--- src/rtl/rvx_priority_arbiter_seq_if.sv ---
// Request/grant bundle between requesters and the priority arbiter.
// The master side drives requests, lock and the accept strobe.
// The slave side (the arbiter) returns the held grant.
interface rvx_priority_arbiter_seq_if #(
    parameter int NUM_REQ = 4
);
    localparam int INDEX_WIDTH = (NUM_REQ > 1) ? $clog2(NUM_REQ) : 1;

    logic [NUM_REQ-1:0]     req;
    logic                   lock;
    logic                   grant_ready;
    logic                   grant_valid;
    logic [NUM_REQ-1:0]     grant_onehot;
    logic [INDEX_WIDTH-1:0] grant_index;

    modport master (
        output req,
        output lock,
        output grant_ready,
        input  grant_valid,
        input  grant_onehot,
        input  grant_index
    );

    modport slave (
        input  req,
        input  lock,
        input  grant_ready,
        output grant_valid,
        output grant_onehot,
        output grant_index
    );
endinterface

--- src/rtl/rvx_priority_arbiter_seq.sv ---
// Registered find-first-set arbiter with fixed-LSB, fixed-MSB or round-robin
// priority. The grant is held until accepted. An accept with lock keeps the
// same requester for the next grant when it is still requesting.
// A synchronous clear drops the grant and rewinds the round-robin pointer.
module rvx_priority_arbiter_seq #(
    parameter int NUM_REQ       = 4,
    parameter int PRIORITY_MODE = 0
) (
    input  logic                     clk,
    input  logic                     rstnn,
    input  logic                     clear,
    rvx_priority_arbiter_seq_if.slave bus
);
    localparam int INDEX_WIDTH = (NUM_REQ > 1) ? $clog2(NUM_REQ) : 1;

    typedef enum logic {
        IDLE,
        GRANT
    } state_t;

    state_t                 state_q, state_d;
    logic [INDEX_WIDTH-1:0] grantIdx_q, grantIdx_d;
    logic [INDEX_WIDTH-1:0] ptr_q, ptr_d;

    logic                   accept;
    logic                   keepLocked;
    logic [INDEX_WIDTH-1:0] ptrWrap;
    logic [INDEX_WIDTH-1:0] ptrAfter;
    logic [NUM_REQ-1:0]     maskReq;
    logic [INDEX_WIDTH-1:0] loIdx;
    logic [INDEX_WIDTH-1:0] hiIdx;
    logic [INDEX_WIDTH-1:0] maskLoIdx;
    logic [INDEX_WIDTH-1:0] winIdx;
    logic                   winFound;

    // Accept qualification, lock retention test and the pointer value that the next arbitration will use.
    always_comb begin
        accept     = (state_q == GRANT) && bus.grant_ready;
        keepLocked = bus.lock && bus.req[grantIdx_q];
        if (grantIdx_q == INDEX_WIDTH'(NUM_REQ - 1)) begin
            ptrWrap = '0;
        end else begin
            ptrWrap = grantIdx_q + 1'b1;
        end
        ptrAfter = ptr_q;
        if ((PRIORITY_MODE == 2) && accept && !bus.lock) begin
            ptrAfter = ptrWrap;
        end
    end

    // Find-first-set winner selection on the live request vector.
    always_comb begin
        maskReq   = '0;
        loIdx     = '0;
        hiIdx     = '0;
        maskLoIdx = '0;
        for (int i = 0; i < NUM_REQ; i++) begin
            maskReq[i] = bus.req[i] && (INDEX_WIDTH'(i) >= ptrAfter);
        end
        for (int i = NUM_REQ - 1; i >= 0; i--) begin
            if (bus.req[i]) begin
                loIdx = INDEX_WIDTH'(i);
            end
            if (maskReq[i]) begin
                maskLoIdx = INDEX_WIDTH'(i);
            end
        end
        for (int i = 0; i < NUM_REQ; i++) begin
            if (bus.req[i]) begin
                hiIdx = INDEX_WIDTH'(i);
            end
        end
        winFound = |bus.req;
        case (PRIORITY_MODE)
            0:       winIdx = loIdx;
            1:       winIdx = hiIdx;
            default: winIdx = (|maskReq) ? maskLoIdx : loIdx;
        endcase
    end

    // State, held winner and round-robin pointer registers.
    always_ff @(posedge clk or negedge rstnn) begin
        if (!rstnn) begin
            state_q    <= IDLE;
            grantIdx_q <= '0;
            ptr_q      <= '0;
        end else begin
            state_q    <= state_d;
            grantIdx_q <= grantIdx_d;
            ptr_q      <= ptr_d;
        end
    end

    // Next-state logic: start a grant, hold it, retain it under lock, re-arbitrate on accept, or fall idle.
    always_comb begin
        state_d    = state_q;
        grantIdx_d = grantIdx_q;
        ptr_d      = ptr_q;
        case (state_q)
            IDLE: begin
                if (winFound) begin
                    state_d    = GRANT;
                    grantIdx_d = winIdx;
                end
            end
            GRANT: begin
                if (accept) begin
                    ptr_d = ptrAfter;
                    if (keepLocked) begin
                        grantIdx_d = grantIdx_q;
                    end else if (winFound) begin
                        grantIdx_d = winIdx;
                    end else begin
                        state_d    = IDLE;
                        grantIdx_d = '0;
                    end
                end
            end
            default: begin
                state_d    = IDLE;
                grantIdx_d = '0;
            end
        endcase
        if (clear) begin
            state_d    = IDLE;
            grantIdx_d = '0;
            ptr_d      = '0;
        end
    end

    // Grant outputs: everything reads zero unless a grant is held.
    always_comb begin
        bus.grant_valid  = (state_q == GRANT);
        bus.grant_index  = '0;
        bus.grant_onehot = '0;
        if (state_q == GRANT) begin
            bus.grant_index = grantIdx_q;
            for (int i = 0; i < NUM_REQ; i++) begin
                bus.grant_onehot[i] = (INDEX_WIDTH'(i) == grantIdx_q);
            end
        end
    end
endmodule
--- src/flat_wrapper.sv ---
// flat-port wrapper written by rule: the top's interface ports become plain ports
module rvx_priority_arbiter_seq_flat 
#(
    parameter int NUM_REQ       = 4,
    parameter int PRIORITY_MODE = 0
)
  (clk, rstnn, clear, bus_req, bus_lock, bus_grant_ready, bus_grant_valid, bus_grant_onehot, bus_grant_index);
  rvx_priority_arbiter_seq_if #(.NUM_REQ(NUM_REQ)) bus_i ();
  input  logic clk;
  input  logic rstnn;
  input  logic clear;
  input wire logic [$bits(bus_i.req)-1:0] bus_req;
  input wire logic [$bits(bus_i.lock)-1:0] bus_lock;
  input wire logic [$bits(bus_i.grant_ready)-1:0] bus_grant_ready;
  output wire logic [$bits(bus_i.grant_valid)-1:0] bus_grant_valid;
  output wire logic [$bits(bus_i.grant_onehot)-1:0] bus_grant_onehot;
  output wire logic [$bits(bus_i.grant_index)-1:0] bus_grant_index;
  assign bus_i.req = bus_req;
  assign bus_i.lock = bus_lock;
  assign bus_i.grant_ready = bus_grant_ready;
  assign bus_grant_valid = bus_i.grant_valid;
  assign bus_grant_onehot = bus_i.grant_onehot;
  assign bus_grant_index = bus_i.grant_index;
  rvx_priority_arbiter_seq #(.NUM_REQ(NUM_REQ), .PRIORITY_MODE(PRIORITY_MODE)) u_core (.clk(clk), .rstnn(rstnn), .clear(clear), .bus(bus_i));
endmodule
--- config.mk ---
export PLATFORM = sky130hd
export DESIGN_NAME = rvx_priority_arbiter_seq_flat
export DESIGN_NICKNAME = d
export VERILOG_FILES = /design/src/rtl/rvx_priority_arbiter_seq_if.sv /design/src/rtl/rvx_priority_arbiter_seq.sv /design/src/flat_wrapper.sv
export SDC_FILE = /design/constraint.sdc
export NUM_CORES = 1
export LEC_CHECK = 0
export BUFFER_PORTS_ARGS = -buffer_cell sky130_fd_sc_hd__buf_4
export CORE_AREA = 2 2 39 41
export DETAILED_ROUTE_END_ITERATION = 6
export DIE_AREA = 0 0 41 43
export SYNTH_ARGS = -nofsm -noshare
export SYNTH_HDL_FRONTEND = slang
export SYNTH_SLANG_ARGS = --single-unit
--- constraint.sdc ---
create_clock -name clk -period 3 [get_ports clk]
set_input_delay 0.3 -clock clk [delete_from_list [all_inputs] [get_ports clk]]
set_output_delay 0.3 -clock clk [all_outputs]
set_load 0.02 [all_outputs]
---- Yosys cells after proc, flatten, opt, wreduce, memory -nomap -nowiden ----
Index checks and enable logic that the tools add are counted.
Widths: inputs -> output; s select.
cells by class
  reduce and logical (&&, ||, !) cells .... 5
  magnitude comparators ................... 1
  muxes and demuxes ....................... 19
  bitwise logic cells ..................... 1
  equal/unequal tests ..................... 6
operator list
  kind                number
  $mux 2              10
  $ne 3x3->1 const B  2
  $mux 1              5
  $eq 2x2->1 const A  2
  $mux 4              1
  $pmux 2 s2          1
  $reduce_or 4->1     1
  $lt 2x3->1 const B  1
  $ne 3x2->1 const B  1
  $reduce_and 3->1    1
  $bmux 1 s2          1
  $eq 1x2->1 const A  1
  $logic_and 1x1->1   2
  $logic_not 2->1     1
  $pmux 1 s2          1
  $not 1->1           1
word-level totals
  output and inout bits ................... 7
  input port bits ......................... 9
  logic and storage cells ................. 34
  register bits ........................... 3

---- Depth between registers and ports, before layout ----
Gate-level depths: netlist of the first run.
  word-level depth ........................ 9
  mapped depth ............................ 5
  depth with buffers taken out ............ 4

---- Worst setup path before layout of the first run ----
No wires, ideal clock.
  path type ............................... reg-to-output
  from .................................... reg u_core.state_q, in the netlist u_core.bus.grant_valid
  to ...................................... out bus_grant_onehot[1]
  cell stages (with the launch flop) ...... 3
  slack ................................... 1.523 ns
  data arrival time ....................... 1.177 ns
  buffers on the path ..................... 0
  cell sequence ........................... dfrtp_1 -> inv_1 -> nor3b_1
between the ends
  word-level cells in the longest chain between the ends .. 1
ends and longest elaborated chain
  item                    RTL line                         source
  start, declared         rvx_priority_arbiter_seq.sv:21   state_t state_q, state_d;
  start signal, assigned  rvx_priority_arbiter_seq.sv:88   state_q <= state_d;
  $mux 4                  rvx_priority_arbiter_seq.sv:136  if (state_q == GRANT) begin
  end, declared           flat_wrapper.sv:16               output wire logic [$bits(bus_i.grant_onehot)-1:0] bus_grant_onehot;
No other way between the ends.

---- Worst setup path in the final report of the first run ----
  from .................................... reg u_core.grantIdx_q[0]
  to ...................................... reg u_core.grantIdx_q[0]
between the ends
  word-level cells in the longest chain between the ends .. 5
ends and longest elaborated chain
  item                               RTL line                        source
  start, declared                    rvx_priority_arbiter_seq.sv:22  logic [INDEX_WIDTH-1:0] grantIdx_q, grantIdx_d;
  start signal, assigned             rvx_priority_arbiter_seq.sv:89  grantIdx_q <= grantIdx_d;
  $bmux 1 s2                         rvx_priority_arbiter_seq.sv:39  keepLocked = bus.lock && bus.req[grantIdx_q];
  $mux 1 (not written as such)       rvx_priority_arbiter_seq.sv:39
  $logic_and 1x1->1                  rvx_priority_arbiter_seq.sv:39
  $ne 3x3->1 (no source line)        -
  $reduce_and 3->1 (no source line)  -
No other way between the ends. The select of a mux whose other input is x is not followed.
A chain may end at the register's enable or synchronous reset.

==> results of run 1 <==
-- per-layer routing --
| metal | vias up | part of all wire | global-route usage |
|---|---|---|---|
| met5 | - | 0 | 0 |
| met1 | 138 | 0.41 | 0.0809 |
| met2 | 10 | 0.49 | 0.156 |
| met4 | 0 | 0 | 0.0400 |
| li1 | 154 | - | - |
| met3 | 0 | 0.099 | 0.0628 |
-- state kept, by name, summed over array words and instances, names as in the netlist --
register and flops:
u_core.grantIdx_q 2, u_core.bus.grant_valid 1
-- power breakdown --
part | internal [mW] | switching [mW]
Combinational | 0.0211 | 0.0191
Sequential | 0.0430 | 0.00403
Clock | 0.0498 | 0.0200
Total | 0.114 | 0.0431
-- Yosys cell counts --
cell type / number / share of area
o21ai_0: 1 / 0.018
nor3b_1: 1 / 0.028
o311ai_0: 1 / 0.032
inv_1: 3 / 0.041
and2b_2: 1 / 0.032
buf_6: 1 / 0.041
o21ai_1: 1 / 0.018
and2_1: 1 / 0.023
o41ai_2: 1 / 0.060
nor2b_1: 1 / 0.023
a21oi_1: 2 / 0.037
dfrtp_1: 3 / 0.28
nand2b_1: 1 / 0.023
o21a_1: 1 / 0.028
and2_2: 1 / 0.028
nor3_1: 1 / 0.018
mux2i_1: 2 / 0.074
o21ba_2: 1 / 0.037
and3_2: 1 / 0.028
nor2_1: 1 / 0.014
nor4_1: 1 / 0.023
or4_1: 1 / 0.028
o311ai_1: 1 / 0.032
nand2_1: 1 / 0.014
o22ai_1: 1 / 0.023
-- layout by cell type (no fill, tap or decap), drive strengths merged, types with 2 or more instances in the layout --
cell | Yosys | layout
o21ai | 2 | 2
dfrtp | 3 | 3
clkbuf | 0 | 4
o311ai | 2 | 2
inv | 3 | 3
buf | 1 | 15
mux2i | 2 | 2
a21oi | 2 | 2
and2 | 2 | 2
-- cell type report --
class / instances / area, sq um
sequential: 3 / 75.1
fill: 153 / 955
timing repair buffer: 16 / 123
inverter: 3 / 11.3
tap: 16 / 20.0
multi-input combinational: 24 / 174
clock buffer: 4 / 26.3
-- stage by stage --
| step | hold slack, ps | cell area [sq um] | worst slack, ps | std cells | power (mW) |
|---|---|---|---|---|---|
| after floorplan | 4.41 | 272 | 1520 | 31 | 0.0685 |
| after global placement | 92.3 | 393 | 1600 | 61 | 0.0871 |
| after detailed placement | 91.5 | 393 | 1520 | 61 | 0.0872 |
| after CTS | 245 | 429 | 1490 | 66 | 0.162 |
| after global routing | 248 | 429 | 1370 | 66 | 0.171 |
| final | 253 | 429 | 1520 | 66 | 0.157 |
-- timing repair --
action	CTS	global route
setup endpoints to repair	0	0
resized for setup	0	0
hold endpoints to repair	3	0
hold buffers	1	0
-- logic make-up (layout without fill, tap and decap cells) --
kind of cell / count (synthesis) / after routing / share of synthesized area
mux: 2 / 2 / 0.0737
simple gates: 12 / 12 / 0.281
buf+inv: 4 / 23 / 0.0829
flops: 3 / 3 / 0.276
compound gates: 10 / 10 / 0.286
-- worst max path at each step --
stage                            from              endpoint  slack (ps)
4_1_cts          u_core.grantIdx_q[0]  u_core.grantIdx_q[0]        1490
3_5_place_dp     u_core.grantIdx_q[0]  u_core.grantIdx_q[0]        1520
2_1_floorplan  u_core.bus.grant_valid   bus_grant_onehot[1]        1520
5_1_grt          u_core.grantIdx_q[0]  u_core.grantIdx_q[0]        1370
6_report         u_core.grantIdx_q[0]  u_core.grantIdx_q[0]        1520
3_3_place_gp     u_core.grantIdx_q[0]  u_core.grantIdx_q[0]        1600
-- critical path, stage by stage, from the launching register on --
cell and delay [ps]:
dfrtp_1 460, mux2i_1 270, o22ai_1 150, o311ai_1 330, o41ai_2 130
==> metrics.yaml, run 1 <==
gp_congestion: 0.740
setup_violations: 0
port_buffers: 15
tightest_slew_ps: 371
routed_wirelength_um: 649
via_count: 302
fp.coreArea_sq_mm: 0.00138
reg2reg_slack_ps: 1520
worstSetupStartpointType: "flop"
synth_cells: 31
maxSlewViolCount: 0
cp.required_ps: 3090
status: "complete, no violations"
ys_seq_elements: 3
crit_arrival_ps: 1570
grt_pass1_wl_mm: 1.09
dp_hpwl_um: 541
cts_sinks: 3
cts_made_buffers: 3
chipWidth_um: 41
initial_core_util: 0.196
rr_endpoint: "u_core.grantIdx_q[0]"
diodes: 0
via_per_inst: 4.58
fin_crit_ps: 1480
hp-class: "in -> reg"
yosysWarningCount: 0
clkLatencyLatePin_ps: 230
drc_errors: 0
min_path_cells: 2
finalCritPeriodShare: 0.494
std_cell_rows: 14
grt_usage: 0.0936
synthToLayoutAreaGrowth_pct: 58.1
hold_viol_final: 0
drive_gt1_frac: 0.460
fp.dieArea_sq_mm: 0.00176
r2r_start: "u_core.grantIdx_q[0]"
ys_types: 25
synthesis.area_sq_um: 272
cts_root_buf: "clkbuf_4"
max_freq_ghz: 0.675
avgSynthCellArea_sq_um: 8.76
grt_antenna_before_repair: 0
final_antenna_net_count: 0
ir_drop_mv: 0.104
grt_pass1_vias: 288
cts_htree_levels: 1
r2r_cells: 4
fp.dieH_um: 43
utilization: 0.310
cp-end-kind: "flop"
initialDrtViolationCount: 4
grt_max_degree: 9
setup_tns_ps: 0
cts_tree: "yes"
rsz0062_at_grt: "false"
powerDensity_mw_per_mm2: 366
drtPass1Iterations: 3
gr-total-overflow: 0
path_class: "reg -> reg"
min_to: "u_core.bus.grant_valid"
layout.nets: 60
relSlewSlack: 0.750
path_max_fanout: 8
p_leak_nw: 0.207
cts_setup_buffers: 0
ys_seq_area_frac: 0.276
syn_nets: 40
clockBufferDepth: 2
detail_route.wl_per_cell_um: 9.83
path_clk_slew_ps: 40
min_from: "clear"
skew_ps: 1.22
io_pins: 16
maxCapViolCount: 0
No activity file was read; power rests on OpenSTA's default activity.
==> run 2, diff against run 1 <==
--- a/config.mk
+++ b/config.mk
@@ -5,6 +5,7 @@
 export SDC_FILE = /design/constraint.sdc
 export NUM_CORES = 1
 export LEC_CHECK = 0
+export ABC_AREA = 1
 export BUFFER_PORTS_ARGS = -buffer_cell sky130_fd_sc_hd__buf_4
 export CORE_AREA = 2 2 39 41
 export DETAILED_ROUTE_END_ITERATION = 6
==> constraint.sdc (replaced) <==
create_clock -name clk -period 1.2 [get_ports clk]
set_input_delay 0.12 -clock clk [delete_from_list [all_inputs] [get_ports clk]]
set_output_delay 0.12 -clock clk [all_outputs]
set_load 0.02 [all_outputs]
==> run 2 against run 1 <==
  * Core utilization rose by 1.3 points
  * Critical path type is now reg -> out
  * Synthesized cell count rose by 42%
  * Worst setup slack lost 1500 ps
  * Sequential power increased to 2.6 times the previous value
  * Global-route usage barely moved
  * Wire length is 9.9% higher
  * Flip-flop and latch count unchanged
  * Largest power group unchanged
==> metrics.yaml, run 2 <==
status: "complete, no violations"
layout.nets: 75  # +25%
path_class: "reg -> out"
ys_seq_area_frac: 0.282  # +0.00519
maxSlewViolCount: 0  # unchanged
fp.coreArea_sq_mm: 0.00138  # unchanged
yosysMostFrequentCell: "nand2_1"
final_antenna_net_count: 0  # unchanged
clkLatencyLatePin_ps: 240  # about the same
via_per_inst: 4.25  # -7.2%
chipWidth_um: 41  # unchanged
yosysTopAreaCell: "dfrtp_1"
intPower_mw: 0.285  # +150%
synth_cells: 44  # +42%
synthToLayoutAreaGrowth_pct: 67.6
fp.dieArea_sq_mm: 0.00176  # unchanged
p_leak_nw: 0.265  # +28%
fin_crit_ps: 1150
crit_arrival_ps: 1030  # -540 ps
cp-end-kind: "output pin"
clockBufferDepth: 2  # unchanged
utilization: 0.323  # +0.0127
std_cell_rows: 14  # unchanged
layout.cells.non_filler: 81  # +23%
drtPass1Iterations: 4  # +1
drc_errors: 0  # unchanged
detail_route.wl_per_cell_um: 8.80  # -10%
max_freq_ghz: 0.868
seqCellArea_sq_um: 78.8  # +5.0%
synth_edf_count: 0  # unchanged
synth_common_cells: "nand2_1 (11), inv_1 (10), nor2_1 (4)"
via_count: 344  # +14%
maxCapViolCount: 0  # unchanged
gp_congestion: 0.758  # +2.5%
grt_max_degree: 8  # -1
ys_types: 13  # -48%
setup_violations: 0  # unchanged
p_sw_mw: 0.121  # +180%
initial_core_util: 0.193  # -0.00362
grt_antenna_before_repair: 0  # unchanged
grt_pass1_wl_mm: 1.10  # +1.3%
power.total_mw: 0.406  # +160%
power.share.clock: 0.444  # about the same
worstSetupStartpointType: "flop"
diodes: 0  # unchanged
rsz0062_at_grt: "false"
regMostFlops: "u_core.grantIdx_q"
tightest_slew_ps: 162  # -210 ps
gr-total-overflow: 0  # unchanged
skew_ps: 4.92  # +3.70 ps
dp_hpwl_um: 549  # +1.5%
multi_input_area_sq_um: 150  # -14%
largest_reg_flops: 2  # unchanged
routed_wirelength_um: 713  # +9.9%
synthArstFlopShare: 1.00  # unchanged
path_max_fanout: 7  # -1
relSlewSlack: 0.891  # +0.141
place_inst: 75  # +23%
final_cell_mix: "buf_4 (16), nand2_1 (11), inv_1 (10)"
grt_usage: 0.0935  # -0.0000940
initialDrtViolationCount: 13  # +9
syn_nets: 53  # +33%
cpPeakStageDelay_ps: 440  # -20 ps
pwr-share-seq: 0.295  # -0.004
cts_tree: "yes"
powerDensity_mw_per_mm2: 908  # +150%
grt_pass1_vias: 275  # -4.5%
setup_tns_ps: 0  # unchanged
crit_slowest_cell: "dfrtp_2"
drive_gt1_frac: 0.385  # -0.0754
path_clk_slew_ps: 40  # about the same
yosysWarningCount: 0  # unchanged
cp_top_family: "flip-flops"
ir_drop_mv: 0.657  # +530%
ys_top_cells_by_area: "dfrtp_1 (28%), nand2_1 (15%), inv_1 (14%)"
crit_buf_inv: 1  # +1
crit_chain: "nor3_1 -> buf_4"
cts_sinks: 3  # unchanged
swShare: 0.299  # +0.0239
layout_commonest_cell: "buf_4"
avgSynthCellArea_sq_um: 6.06  # -31%
cp.required_ps: 1080  # -2010 ps
pwr-share-comb: 0.261  # +0.005
n_fill_cell: 157  # +2.6%
synth_ff_type: "dfrtp_1"
cts_root_buf: "clkbuf_4"
hold_viol_final: 0  # unchanged
cts_htree_levels: 1  # unchanged
ys_seq_elements: 3  # unchanged
fp.dieH_um: 43  # unchanged
port_buffers: 15  # unchanged
synth_top_area_share: 0.282  # +0.00519
hp-class: "in -> reg"
finalCritPeriodShare: 0.960
synthesis.area_sq_um: 267  # -1.8%
io_pins: 16  # unchanged
cts_made_buffers: 3  # unchanged
run 2: cell types whose count changed after synthesis, moves of 3 or more:
cell / delta
nand3_1: +3
nor2_1: +3
nand2_1: +10
inv_1: +7
nand4_1: +3
run 2: worst reg2reg max path, cell delays in order, from the launching register on:
cell	delay (ps)
dfrtp_2	440
inv_2	80
nand2_1	50
nand3_1	60
nand2_1	60
nand4_2	90
nand3_2	80
nand2_1	70
nand2_1	40
run 2: repair_timing:
action / CTS / global route
resized for setup: 1 / 2
hold buffers: 1 / 0
setup endpoints to repair: 3 / 6
setup buffers: 0 / 1
gates cloned: 0 / 0
hold endpoints to repair: 3 / 0
run 2: final timing paths:
check | from | end | slack, ps | depth (start not counted)
min reg2reg | u_core.grantIdx_q[1] | u_core.grantIdx_q[1] | 550 | 2
max | u_core.grantIdx_q[0] | bus_grant_onehot[0] | 50 | 2
min in group asynchronous | rstnn | u_core.grantIdx_q[0] | 220 | 2
max in group asynchronous | rstnn | u_core.bus.grant_valid | 870 | 2
min | clear | u_core.bus.grant_valid | 60 | 2
max reg2reg | u_core.grantIdx_q[0] | u_core.grantIdx_q[1] | 100 | 8
run 2: area by class of cell:
class / instances / area share
multi-input cells: 30 / 0.336
repair buffers: 17 / 0.291
flip-flops and latches: 3 / 0.176
inverters: 11 / 0.0924
clock buffers: 4 / 0.0588
well taps: 16 / 0.0448
run 2: power by group through the flow:
stage	combinational, mW	sequential, mW	clock, mW
global placement	0.0985	0.120	0
finish	0.106	0.120	0.180
floorplan	0.0496	0.120	0
CTS	0.103	0.120	0.191
global route	0.116	0.121	0.204
detailed placement	0.0994	0.120	0
run 2: metal layers:
layer,up-vias,wire length [um],global-route usage
met4,0,0,0.0200
met3,0,57,0.0628
li1,185,-,-
met5,-,0,0
met1,144,333,0.119
met2,15,322,0.128
run 2: logic make-up after synthesis:
family	share of synthesized area
and+or+nand+nor	0.507
buffers and inverters	0.155
DFF	0.282
AOI/OAI and AO/OA	0.0563
run 2: metrics by stage:
| stage | hold slack (ps) | worst slack [ps] | area [sq um] |
|---|---|---|---|
| global placement | -89.6 | 120 | 399 |
| floorplan | -176 | 6.19 | 267 |
| CTS | 55.6 | 8.42 | 437 |
| detailed placement | -88.1 | 89.4 | 399 |
| global route | 57.4 | 4.83 | 447 |
| finish | 61.9 | 47.5 | 447 |
==> run 3, diff against run 2 <==
--- a/config.mk
+++ b/config.mk
@@ -8,8 +8,11 @@
 export ABC_AREA = 1
 export BUFFER_PORTS_ARGS = -buffer_cell sky130_fd_sc_hd__buf_4
 export CORE_AREA = 2 2 39 41
+export CTS_BUF_LIST = sky130_fd_sc_hd__clkbuf_2 sky130_fd_sc_hd__clkbuf_4 sky130_fd_sc_hd__clkbuf_8
 export DETAILED_ROUTE_END_ITERATION = 6
 export DIE_AREA = 0 0 41 43
+export GPL_TIMING_DRIVEN = 0
+export MAX_ROUTING_LAYER = met4
 export SYNTH_ARGS = -nofsm -noshare
 export SYNTH_HDL_FRONTEND = slang
 export SYNTH_SLANG_ARGS = --single-unit
==> run 3 against run 2 <==
  * Clock-buffer cell count unchanged
  * Wire length rose by 2.2%
  * Critical path type is now reg -> reg
  * Worst hold slack improved by 1.5 ps
  * Global-route usage is 0.64 points higher
  * Combinational power up 4%
  * Critical path depth up 6
  * Flip-flop and latch count unchanged
  * Via count is 1.7% higher
  * Critical endpoint is now u_core.grantIdx_q[1]
  * Sequential share of layout area fell by 0.62 points
==> metrics.yaml, run 3 (synthesis results as in run 2) <==
grtUsageMet2: 0.138  # +0.00938
maxCapViolCount: 0  # unchanged
initial_core_util: 0.193  # unchanged
cp.required_ps: 1310  # +230 ps
p_leak_nw: 0.276  # +4.1%
path_clk_slew_ps: 40  # about the same
worstSetupStartpointType: "flop"
path_class: "reg -> reg"
detail_route.wl_per_cell_um: 8.89  # +1.0%
pwr-share-seq: 0.282  # -0.013
cp-end-kind: "flop"
finalCritPeriodShare: 0.928  # -0.0327
io_pins: 16  # unchanged
cts_made_buffers: 3  # unchanged
maxSlewViolCount: 0  # unchanged
synthToLayoutAreaGrowth_pct: 73.7
layout.cells.non_filler: 82  # +1.2%
grt_max_degree: 8  # unchanged
dp_worst_setup_slack_ps: 78.4  # -11.0 ps
grt_pass1_wl_mm: 1.16  # +5.0%
skew_ps: 1.23  # -3.69 ps
ir_drop_mv: 0.741  # +13%
hp-class: "in -> reg"
grt_pass1_vias: 289  # +5.1%
cts_tree: "yes"
status: "complete, no violations"
grt_usage: 0.0999  # +0.00643
setup_violations: 0  # unchanged
cts_sinks: 3  # unchanged
largest_reg_flops: 2  # unchanged
initialDrtViolationCount: 13  # unchanged
diodes: 0  # unchanged
cts_root_buf: "clkbuf_4"
clockBufferDepth: 2  # unchanged
pwr-share-comb: 0.257  # -0.004
tightest_slew_ps: 175  # +13.0 ps
relSlewSlack: 0.883  # -0.00874
utilization: 0.335  # +0.0118
max_freq_ghz: 0.898  # +3.5%
rsz0062_at_grt: "true"
fp.coreArea_sq_mm: 0.00138  # unchanged
power.total_mw: 0.427  # +5.2%
intPower_mw: 0.310  # +8.9%
final_antenna_net_count: 0  # unchanged
drc_errors: 0  # unchanged
routed_wirelength_um: 729  # +2.2%
clkLatencyLatePin_ps: 230  # about the same
crit_arrival_ps: 1230  # +200 ps
gr-total-overflow: 0  # unchanged
dpl_cell_area_sq_um: 399  # unchanged
layout.nets: 76  # +1.3%
p_sw_mw: 0.117  # -3.3%
powerDensity_mw_per_mm2: 922  # +1.5%
use_met3: 0.0471  # -0.0157
chipWidth_um: 41  # unchanged
gp_congestion: 0.725  # -4.4%
grt_antenna_before_repair: 0  # unchanged
final_cell_mix: "buf_4 (17), nand2_1 (11), inv_1 (10)"
fin_ws_ps: 86.7  # +39.2 ps
dp_hpwl_um: 583  # +6.2%
layout_commonest_cell: "buf_4"
swShare: 0.274  # -0.0242
via_count: 350  # +1.7%
fp.dieArea_sq_mm: 0.00176  # unchanged
drive_gt1_frac: 0.424  # +0.0396
hold_viol_final: 0  # unchanged
std_cell_rows: 14  # unchanged
drtPass1Iterations: 4  # unchanged
cts_htree_levels: 1  # unchanged
power.share.clock: 0.461  # +0.017
place_inst: 75  # unchanged
fp.dieH_um: 43  # unchanged
design_area_sq_um: 463  # +3.6%
fin_crit_ps: 1110  # -39.2 ps
path_max_fanout: 7  # unchanged
busiest_layer: "met2"
met1_usage: 0.123  # +0.00323
regMostFlops: "u_core.grantIdx_q"
port_buffers: 15  # unchanged
via_per_inst: 4.27  # +0.50%
[run 3: layer usage]
| metal | share of wire | wire length [um] |
|---|---|---|
| met1 | 0.46 | 337 |
| met2 | 0.45 | 331 |
| met3 | 0.067 | 49 |
| met4 | 0.015 | 11 |
| met5 | 0 | 0 |
[run 3: worst paths after layout]
| path | start | endpoint | slack, ps | cells past startpoint |
|---|---|---|---|---|
| max in group asynchronous | rstnn | u_core.grantIdx_q[0] | 880 | 2 |
| worst min register to register | u_core.grantIdx_q[1] | u_core.grantIdx_q[1] | 570 | 2 |
| worst max-delay path | u_core.grantIdx_q[0] | u_core.grantIdx_q[1] | 90 | 8 |
| worst max register to register | u_core.grantIdx_q[0] | u_core.grantIdx_q[1] | 90 | 8 |
| min in group asynchronous | rstnn | u_core.bus.grant_valid | 210 | 2 |
| worst min-delay path | clear | u_core.bus.grant_valid | 60 | 2 |
[run 3: final cells by class]
cell class	instances	area, sq um
Inverter	11	41.3
Tap cell	16	20.0
Sequential cell	3	78.8
Multi-Input combinational cell	30	155
Clock buffer	4	30.0
Fill cell	157	921
Timing Repair Buffer	18	138
[run 3: per-stage QoR]
step | setup TNS (ps) | hold slack, ps
final | 0 | 63.4
after global placement | 0 | -90.5
after floorplan | 0 | -176
after global routing | -4.46 | 66.6
after CTS | 0 | 56.3
after detailed placement | 0 | -86.7
[run 3: timing repair]
| item | CTS | global route |
|---|---|---|
| resized for setup | 1 | 3 |
| hold buffers | 1 | 0 |
| endpoints found under the setup margin | 1 | 4 |
| hold endpoints to repair | 3 | 0 |
| buffers inserted | 0 | 2 |
[run 3: worst max-delay path, cell delays in order, from the launching register on]
cell     delay (ps)
dfrtp_2         450
inv_2            80
nand2_1          50
nand3_1          60
nand2_1          60
nand4_2          90
nand3_2          80
nand2_1          70
nand2_1          50
[run 3: power by group through the flow]
stage	combinational (mW)	clock [mW]	sequential, mW
2_1_floorplan	0.0496	0	0.120
3_3_place_gp	0.0976	0	0.121
3_5_place_dp	0.0995	0	0.120
4_1_cts	0.103	0.206	0.120
5_1_grt	0.121	0.213	0.122
6_report	0.110	0.197	0.121
